## config.mk

```make
export PLATFORM = sky130hd
export DESIGN_NAME = ram1p_clear_seq
export DESIGN_NICKNAME = d
export VERILOG_FILES = /design/src/rtl/ram1p_clear_seq_pkg.sv /design/src/rtl/ram1p_clear_cnt.sv /design/src/rtl/ram1p_clear_seq.sv
export SDC_FILE = /design/constraint.sdc
export NUM_CORES = 1
export LEC_CHECK = 0
export BUFFER_PORTS_ARGS = -buffer_cell sky130_fd_sc_hd__buf_2
export CORE_AREA = 2 2 83 85
export DETAILED_ROUTE_END_ITERATION = 7
export DIE_AREA = 0 0 85 87
export GPL_ROUTABILITY_DRIVEN = 0
export HOLD_SLACK_MARGIN = 0.03
export PLACE_DENSITY = 0.64
export SETUP_SLACK_MARGIN = 0.3
export SYNTH_ARGS = -nofsm -noshare
export SYNTH_HDL_FRONTEND = slang
export SYNTH_HIERARCHICAL = 1
export SYNTH_SLANG_ARGS = --single-unit
```

## constraint.sdc

```tcl
create_clock -name clk -period 4.4 [get_ports clk]
set_clock_uncertainty 0.1 [all_clocks]
set_input_delay 0.44 -clock clk [delete_from_list [all_inputs] [get_ports clk]]
set_output_delay 0.44 -clock clk [all_outputs]
set_load 0.05 [all_outputs]
```

## src/rtl/ram1p_clear_seq_pkg.sv

```systemverilog
// Shared types for the single-port SRAM clear sequencer.
package ram1p_clear_seq_pkg;

  typedef enum logic {
    IDLE  = 1'b0,
    CLEAR = 1'b1
  } ram1p_clear_state_t;

  // One byte-enable bit per started byte of the word.
  function automatic int bwe_bits(input int width);
    return (width - 1) / 8 + 1;
  endfunction

endpackage

```

## src/rtl/ram1p_clear_cnt.sv

```systemverilog
// Sweep address counter: async reset, sync clear (wins over enable), last-word flag.
module ram1p_clear_cnt #(
  parameter int DEPTH = 64,
  parameter int AW    = $clog2(DEPTH)
) (
  input  logic          clk,
  input  logic          reset,
  input  logic          clr,
  input  logic          en,
  output logic [AW-1:0] cnt,
  output logic          last
);

  always_ff @(posedge clk or posedge reset) begin
    if (reset)    cnt <= '0;
    else if (clr) cnt <= '0;
    else if (en)  cnt <= cnt + 1'b1;
  end

  assign last = (cnt == AW'(DEPTH - 1));

endmodule

```

## src/rtl/ram1p_clear_seq.sv

```systemverilog
// Arbitrates one SRAM port between a cache client and a CLEAR_VALUE sweep engine.
// Optional: define RAM1P_CLEAR_ABORT_EN to add the clear_abort input.
module ram1p_clear_seq
  import ram1p_clear_seq_pkg::*;
#(
  parameter int               DEPTH          = 64,
  parameter int               WIDTH          = 44,
  parameter logic [WIDTH-1:0] CLEAR_VALUE    = '0,
  parameter bit               CLEAR_ON_RESET = 1'b1,
  localparam int              AW             = $clog2(DEPTH),
  localparam int              BW             = bwe_bits(WIDTH)
) (
  input  logic             clk,
  input  logic             reset,
  input  logic             req_ce,
  input  logic [AW-1:0]    req_addr,
  input  logic [WIDTH-1:0] req_din,
  input  logic             req_we,
  input  logic [BW-1:0]    req_bwe,
  output logic             req_ready,
  output logic [WIDTH-1:0] req_dout,
  output logic             req_rvalid,
  input  logic             clear_start,
`ifdef RAM1P_CLEAR_ABORT_EN
  input  logic             clear_abort,
`endif
  output logic             clear_busy,
  output logic             clear_done,
  output logic             ram_ce,
  output logic [AW-1:0]    ram_addr,
  output logic [WIDTH-1:0] ram_din,
  output logic             ram_we,
  output logic [BW-1:0]    ram_bwe,
  input  logic [WIDTH-1:0] ram_dout
);

  localparam ram1p_clear_state_t RST_STATE = CLEAR_ON_RESET ? CLEAR : IDLE;

  ram1p_clear_state_t state, nxt;
  logic          cnt_clr, cnt_en, last, done_nxt, abort, busy;
  logic [AW-1:0] cnt;

`ifdef RAM1P_CLEAR_ABORT_EN
  assign abort = clear_abort;
`else
  assign abort = 1'b0;
`endif

  ram1p_clear_cnt #(.DEPTH(DEPTH), .AW(AW)) u_cnt (
    .clk  (clk),
    .reset(reset),
    .clr  (cnt_clr),
    .en   (cnt_en),
    .cnt  (cnt),
    .last (last)
  );

  always_ff @(posedge clk or posedge reset) begin
    if (reset) begin
      state      <= RST_STATE;
      clear_done <= 1'b0;
      req_rvalid <= 1'b0;
    end else begin
      state      <= nxt;
      clear_done <= done_nxt;
      req_rvalid <= req_ce & req_ready & ~req_we;
    end
  end

  always_comb begin
    nxt      = state;
    cnt_clr  = 1'b0;
    cnt_en   = 1'b0;
    done_nxt = 1'b0;
    unique case (state)
      IDLE: if (clear_start) begin
        nxt     = CLEAR;
        cnt_clr = 1'b1;
      end
      CLEAR: begin
        cnt_en = 1'b1;
        // Abort still writes the current word but suppresses the done pulse.
        if (abort) begin
          nxt     = IDLE;
          cnt_clr = 1'b1;
        end else if (last) begin
          nxt      = IDLE;
          cnt_clr  = 1'b1;
          done_nxt = 1'b1;
        end
      end
      default: nxt = IDLE;
    endcase
  end

  // Reset gates the strobes combinationally so an interrupted sweep stops writing at once.
  always_comb begin
    busy       = (state == CLEAR);
    clear_busy = busy;
    req_ready  = ~busy & ~reset;
    req_dout   = ram_dout;
    ram_ce     = ~reset & (busy | req_ce);
    ram_we     = ~reset & (busy | req_we);
    ram_addr   = busy ? cnt         : req_addr;
    ram_din    = busy ? CLEAR_VALUE : req_din;
    ram_bwe    = busy ? '1          : req_bwe;
  end

endmodule
```

==> impl_metrics.toml, run 1 <==
[outcome]
status = "complete, no violations"

[power]
p_comb_frac = 0.624
peakVddDrop_mv = 0.155
p_sw_frac = 0.521
seqPwrFrac = 0.236
p_int_w = 0.000319
power_frac_clock = 0.140
p_per_area_nw_per_um2 = 422
p_sw_w = 0.000348
leakagePower_nw = 0.910

[sta]
grt_setup_unrepaired = "no"
tightest_slew_ps = 674
fmax_mhz = 377
final_hold_viol_count = 0
post-route-min-period_ps = 2650
slew_headroom = 0.551
setup-tns-final_ps = 0
finalCritPeriodShare = 0.602
slew_viol_final = 0
setup-violations-final = 0
holdWs_ps = 25.2

[detailed_routing]
drt-total-wl_mm = 3.20
via_count = 1123
post-route-drc-count = 0
initialDrtViolationCount = 30
avgViaCountPerCell = 3.69
routedWlPerCell_um = 10.5
ant_nets = 0
first_pass_iters = 3

[finish]
final_cell_area_um2 = 1580
drive_above_1_share = 0.634
final_cell_mix = "buf_2 (122), nor2b_1 (44), nor2_1 (13)"
final_util = 0.241
fin_cells = 304
final_common_cell = "buf_2"
finalNetCount = 331
area_delta_synth_final_pct = 31.2
n_antenna_cell = 0

[worst_setup_path]
reg2reg_depth = 3
r2r_start = "clear_busy$_DFF_PP1_"
path_buf_inv = 2
cp_slowest_cell = "dfstp_2"
cp_top_family = "flip-flops"
slowest_delay_ps = 970
path_common_cell = "nor2_1"
crit_fanout = 35
start_kind = "register"
cp.arrival_ps = 2110
cp_cell_sequence = "buf_4 > nor2_1 > nor2_1 > buf_2"
rrSetupSlack_ps = 2470
path_class = "register to primary output"
r2r-end = "req_rvalid$_DFF_PP0_"
critPathRequiredTime_ps = 3860
worst_setup_path_end_kind = "primary output"

[placement]
io_buffers = 122
place_hpwl_mm = 2.68
placedCellCount = 300
place_area_um2 = 1540

[logic_synthesis]
synth_top_family_by_area = "simple AND/OR/NAND/NOR gates"
syn_inst = 148
yosysSeqAreaShare = 0.188
synthMuxAreaShare = 0.0924
ys_ff_latch = 9
synth_compound_area_frac = 0.00831
yosys.area_share.simple = 0.344
synthXorXnorAreaFrac = 0.0291
synth_nets = 254
synthAdderAreaFrac = 0.0104
yosysWarnings = 6
syn-cell-area_um2 = 1200
avgSynthCellArea_um2 = 8.14
netlist-cell-type-count = 25

[worst_hold_path]
hold_class = "input pin to asynchronous set/reset pin"

[clocking]
cts_sinks = 9
cts_buffers = 3
ctsLongestPathBuffers = 2
cts-root-buf = "clkbuf_8"
ctsResizeCount = 0
clk_pin_slew_ps = 40
hold_buffers = 0
clkLatencyLatePin_ps = 230
cts_tree = "yes"
h-tree-depth = 1
cts_post_setup_buffers_inserted = 0

[global_route]
grt_max_degree = 36
grt_overflow_total = 0
grt_antenna_before_repair = 0
gr-usage-all-layers = 0.0710
grt_first_pass_wirelength_mm = 4.25
grt_pass1_vias = 954

[floorplanning]
die_x_um = 85
rows = 30
start_util = 0.183
die_h_um = 87
dieArea_um2 = 7400
coreArea_um2 = 6570
io_pins = 211

[flow_run]
cap_viol_max_count = 0
worst max-delay path by stage:
| stage | endpoint | start | depth (start not counted) |
|---|---|---|---|
| floorplan | ram_ce | clear_busy$_DFF_PP1_ | 4 |
| global placement | ram_we | clear_busy$_DFF_PP1_ | 4 |
| detailed placement | ram_we | clear_busy$_DFF_PP1_ | 4 |
| CTS | ram_we | clear_busy$_DFF_PP1_ | 4 |
| global route | ram_ce | clear_busy$_DFF_PP1_ | 4 |
| finish | ram_we | clear_busy$_DFF_PP1_ | 4 |
kinds of logic (layout without fill, tap and decap cells):
group / after synthesis / count (layout)
buffers and inverters: 53 / 129
muxes: 8 / 8
and+or+nand+nor: 71 / 71
DFF: 9 / 9
xor gates and xnor gates: 4 / 4
adders and majority gates: 1 / 1
AOI/OAI and AO/OA: 2 / 2
layer usage:
metal / vias up / track usage / part of all wire
li1: 561 / - / -
met1: 480 / 0.0906 / 0.43
met2: 74 / 0.114 / 0.44
met3: 8 / 0.0133 / 0.12
met4: 0 / 0.0375 / 0.011
met5: - / 0 / 0
synthesized netlist by cell type (all sizes together):
cell type	n	share of area
and3	1	0.0052
buf	51	0.32
o21ai	1	0.0041
a21oi	1	0.0041
nand3	1	0.0041
nand2	2	0.0062
nand4	2	0.016
inv	2	0.0062
nor2	13	0.041
or2	6	0.031
nor2b	44	0.23
xnor2	1	0.0073
or3	1	0.0052
dfstp	1	0.022
and2	1	0.0073
xor2	3	0.022
mux2i	1	0.0083
mux2	7	0.084
ha	1	0.010
dfrtp	8	0.17
worst reg2reg max path: stages, from the launching register on:
cell,delay [ps]
dfstp_2,970
buf_4,450
nor2_1,120
and3_1,190
sequential cells by signal (all words and copies together) (netlist names):
register and count:
req_rvalid 1, clear_busy 1, clear_done 1, u_cnt/cnt 6
power by group through the flow:
stage	clock network, W	logic (W)	registers (W)
after floorplan	0	0.000448	0.000148
after global routing	0.000105	0.000446	0.000164
after global placement	0	0.000412	0.000158
after CTS	0.0000974	0.000421	0.000159
final	0.0000932	0.000416	0.000157
after detailed placement	0	0.000419	0.000160
per-stage QoR:
| stage | setup WS (ps) | power (W) |
|---|---|---|
| floorplan | 2140 | 0.000597 |
| global placement | 2040 | 0.000570 |
| detailed placement | 1970 | 0.000579 |
| CTS | 1720 | 0.000677 |
| global route | 1610 | 0.000714 |
| finish | 1750 | 0.000667 |
area by class of cell:
type / instances / area, um^2
Fill cell: 741 / 4990
Tap cell: 80 / 100
Multi-Input combinational cell: 86 / 583
Inverter: 2 / 7.51
Sequential cell: 9 / 226
Timing Repair Buffer: 123 / 618
Clock buffer: 4 / 45.0
No activity file was read; power rests on OpenSTA's default activity.
==> run 2, diff against run 1 <==
Settings changed: CORE_AREA 2 2 83 85 to 2 2 81 83, DIE_AREA 0 0 85 87 to 0 0 83 85, PLACE_DENSITY 0.64 to 0.67.
Clock period 4.4 ns to 2.7 ns, I/O delays scaled along.
==> run 2 against run 1 <==
Compared with the run above: first-iteration DRC count is 80% lower; via count up 4.1%; sequential cell count did not move; clock-buffer cell count stayed put; worst setup slack got worse by 1200 ps; worst hold slack better by 140 ps; clock power grew 66%; register-to-register slack got worse by 1600 ps; wire length fell by 5.3%; combinational power grew 63%; design area up 0.87%; critical endpoint is now ram_din[23]; largest cell class unchanged.
==> impl_metrics.toml, run 2 (synthesized netlist as in run 1, its figures left out) <==
[global_route]
grt_overflow_total = 0
grt_pass1_vias = 987
grt_max_degree = 31
grt_first_pass_wirelength_mm = 4.37
gr-usage-all-layers = 0.0744
grt_antenna_before_repair = 0

[power]
peakVddDrop_mv = 0.323
seqPwrFrac = 0.234
leakagePower_nw = 0.918
p_int_w = 0.000523
power_frac_clock = 0.143
p_sw_frac = 0.518
p_comb_frac = 0.623
p_sw_w = 0.000563
p_per_area_nw_per_um2 = 681

[clocking]
cts_buffers = 3
cts_sinks = 9
clkLatencyLatePin_ps = 230
cts-root-buf = "clkbuf_8"
ctsResizeCount = 0
cts_post_setup_buffers_inserted = 0
clk_pin_slew_ps = 40
h-tree-depth = 1
ctsLongestPathBuffers = 2
hold_buffers = 1
cts_tree = "yes"

[worst_setup_path]
critPathRequiredTime_ps = 2330
start_kind = "register"
cp.arrival_ps = 1820
crit_fanout = 30
path_class = "register to primary output"
worst_setup_path_end_kind = "primary output"

[detailed_routing]
drt-met1-wl_mm = 1.07
dr_wl_met2_mm = 1.53
ant_nets = 0
met3_length_um = 302
via_count = 1169
routedWlPerCell_um = 10.0
avgViaCountPerCell = 3.86
initialDrtViolationCount = 6
drt-total-wl_mm = 3.03
post-route-drc-count = 0
first_pass_iters = 3
top_layer_used = "met4"

[sta]
fmax_mhz = 456
tightest_slew_ps = 569
final_hold_viol_count = 0
post-route-min-period_ps = 2190
setup-violations-final = 0
finalCritPeriodShare = 0.813
slew_viol_final = 0
holdWs_ps = 170
setup-tns-final_ps = 0
grt_setup_unrepaired = "no"
slew_headroom = 0.621

[placement]
place_area_um2 = 1540
io_buffers = 122
place_hpwl_mm = 2.60

[floorplanning]
dieArea_um2 = 7060
die_x_um = 83
rows = 29
coreArea_um2 = 6200
die_h_um = 85
io_pins = 211
start_util = 0.194

[finish]
final_cell_mix = "buf_2 (122), nor2b_1 (44), nor2_1 (13)"
n_antenna_cell = 0
final_common_cell = "buf_2"
area_delta_synth_final_pct = 32.3
drive_above_1_share = 0.633
largest_register_ffs = 6
finalNetCount = 333
regMostFlops = "u_cnt/cnt"
final_cell_area_um2 = 1590

[outcome]
status = "complete, no violations"

[flow_run]
cap_viol_max_count = 0

[worst_hold_path]
hold_class = "input pin to register"
run 2: cell type report:
class | count | area (um^2)
Inverter | 2 | 7.51
Tap cell | 77 | 96.3
Timing Repair Buffer | 125 | 636
Clock buffer | 4 | 45.0
Sequential cell | 9 | 226
Fill cell | 681 | 4610
Multi-Input combinational cell | 86 | 583
run 2: worst paths after layout:
kind	startpoint	end	slack [ps]	cells after the start
hold / removal	clear_start	clear_busy$_DFF_PP1_	170	3
setup reg to reg	clear_busy$_DFF_PP1_	u_cnt/cnt[5]$_DFFE_PP0P_	910	3
hold reg to reg	u_cnt/cnt[5]$_DFFE_PP0P_	u_cnt/cnt[5]$_DFFE_PP0P_	480	2
min in group asynchronous	reset	req_rvalid$_DFF_PP0_	410	3
setup / recovery	clear_busy$_DFF_PP1_	ram_din[23]	510	3
max in group asynchronous	reset	u_cnt/cnt[3]$_DFFE_PP0P_	1840	3
run 2: layer usage:
layer | GRT usage | vias up
met5 | 0 | -
met4 | 0.0581 | 0
met3 | 0.0156 | 26
met2 | 0.135 | 84
met1 | 0.0742 | 493
li1 | - | 566
run 2: worst max-delay path, cell delays in order, from the launching register on:
cell and delay (ps):
dfstp_2 890, buf_4 390, nor2b_1 90, buf_2 220
run 2: power groups by stage:
stage / logic, W / clock network [W] / registers (W)
floorplan: 0.000731 / 0 / 0.000242
global placement: 0.000673 / 0 / 0.000256
detailed placement: 0.000679 / 0 / 0.000258
CTS: 0.000682 / 0.000161 / 0.000256
global route: 0.000715 / 0.000172 / 0.000264
finish: 0.000676 / 0.000155 / 0.000255
run 2: metrics by stage:
step	setup WS, ps	util	cells	power, W
6_report	506	0.257	303	0.00109
4_1_cts	454	0.257	303	0.00110
5_1_grt	357	0.257	303	0.00115
3_5_place_dp	711	0.248	298	0.000937
3_3_place_gp	731	0.248	298	0.000929
2_1_floorplan	608	-	148	0.000973
==> run 3, diff against run 2 <==
Clock period 2.7 ns to 2.2 ns, I/O delays scaled along.
==> run 3 against run 2 <==
Compared with the run above: sequential power up 18%; core utilization up 0.28 points; die area unchanged; critical endpoint is now ram_addr[5].
==> impl_metrics.toml, run 3 (synthesized netlist as in run 1, its figures left out) <==
[global_route]
grt_first_pass_wirelength_mm = 5.03
grt_antenna_before_repair = 0
grt_max_degree = 37
grt_pass1_vias = 1054
grt_overflow_total = 0
gr-usage-all-layers = 0.0871

[finish]
final_common_cell = "buf_2"
largest_register_ffs = 6
drive_above_1_share = 0.642
regMostFlops = "u_cnt/cnt"
finalNetCount = 333
area_delta_synth_final_pct = 33.7
n_antenna_cell = 0
final_cell_area_um2 = 1610
final_cell_mix = "buf_2 (122), nor2b_1 (44), nor2_1 (11)"

[floorplanning]
rows = 29
coreArea_um2 = 6200
dieArea_um2 = 7060
io_pins = 211
start_util = 0.194
die_x_um = 83
die_h_um = 85

[power]
p_sw_w = 0.000700
peakVddDrop_mv = 0.319
leakagePower_nw = 0.925
p_int_w = 0.000647
p_per_area_nw_per_um2 = 835
power_w = 0.00135
seqPwrFrac = 0.223
power_frac_clock = 0.142
p_comb_frac = 0.635
p_sw_frac = 0.520

[clocking]
cts-root-buf = "clkbuf_8"
cts_buffers = 3
clkLatencyLatePin_ps = 230
ctsLongestPathBuffers = 2
cts_tree = "yes"
clk_pin_slew_ps = 40
cts_sinks = 9
ctsResizeCount = 0
h-tree-depth = 1

[sta]
final_hold_viol_count = 0
setup-violations-final = 0
slew_headroom = 0.814
tightest_slew_ps = 279
slew_viol_final = 0
grt_setup_unrepaired = "yes"
post-route-min-period_ps = 1840
finalCritPeriodShare = 0.834
fmax_mhz = 545
setup-tns-final_ps = 0

[worst_setup_path]
crit_fanout = 36
path_class = "register to primary output"
slowest_delay_ps = 550
cp_top_family = "flip-flops"
worst_setup_path_end_kind = "primary output"
cp.arrival_ps = 1520
start_kind = "register"
path_buf_inv = 2
critPathRequiredTime_ps = 1880
cp_slowest_cell = "dfstp_2"
cp_cell_sequence = "buf_12 > mux2_4 > buf_2"

[detailed_routing]
post-route-drc-count = 0
drt-total-wl_mm = 3.30
ant_nets = 0
initialDrtViolationCount = 16
first_pass_iters = 3
avgViaCountPerCell = 3.80
via_count = 1151
routedWlPerCell_um = 10.9

[placement]
place_area_um2 = 1560
io_buffers = 122
place_hpwl_mm = 2.81

[flow_run]
cap_viol_max_count = 0

[worst_hold_path]
hold_class = "input pin to register"

[outcome]
status = "complete, no violations"
[run 3: cell counts in the layout (fill, tap and decap cells not counted)]
Identical to the previous run, type by type.
[run 3: path summary, 6_finish.rpt]
kind | to | cells after the start | slack (ps) | start
worst max register to register | u_cnt/cnt[5]$_DFFE_PP0P_ | 4 | 600 | clear_busy$_DFF_PP1_
max in group asynchronous | u_cnt/cnt[3]$_DFFE_PP0P_ | 3 | 1380 | reset
worst min-delay path | clear_busy$_DFF_PP1_ | 3 | 120 | clear_start
min in group asynchronous | req_rvalid$_DFF_PP0_ | 3 | 360 | reset
worst max-delay path | ram_addr[5] | 3 | 360 | clear_busy$_DFF_PP1_
worst min register to register | u_cnt/cnt[4]$_DFFE_PP0P_ | 2 | 470 | u_cnt/cnt[4]$_DFFE_PP0P_
[run 3: worst min-delay path, stage by stage]
cell	delay (ps)
buf_2	110
nor2_1	80
nor2_1	40
[run 3: layout make-up]
cell class	instances	area, um^2
multi-input combinational	86	588
inverter	2	7.51
clock buffer	4	45.0
sequential	9	226
tap	77	96.3
timing repair buffer	125	648
fill	675	4590
[run 3: per-layer routing]
layer,share of wire,wire length [um],global-route usage,vias to the layer above
met5,0,0,0,-
met3,0.10,340,0.0224,16
met1,0.40,1300,0.102,488
li1,-,-,-,568
met2,0.48,1570,0.145,79
met4,0.025,84,0.0477,0
[run 3: power groups by stage]
stage          logic [W]  clock network [W]  registers (W)
2_1_floorplan   0.000898                  0       0.000297
6_report        0.000855           0.000191       0.000301
3_5_place_dp    0.000860                  0       0.000304
5_1_grt         0.000917           0.000205       0.000313
3_3_place_gp    0.000846                  0       0.000305
4_1_cts         0.000865           0.000199       0.000302
[run 3: stage by stage]
stage	setup WS, ps	hold slack (ps)	instances	utilization
2_1_floorplan	364	-122	148	-
3_3_place_gp	624	75.1	298	0.251
3_5_place_dp	603	64.5	298	0.251
4_1_cts	350	117	303	0.260
5_1_grt	294	148	303	0.260
6_report	365	123	303	0.260
[run 3: what timing repair did]
item	4_1_cts	5_1_grt
buffers inserted	0	0
hold buffers	1	0
endpoints found under the setup margin	0	2
endpoints found under the hold margin	9	0
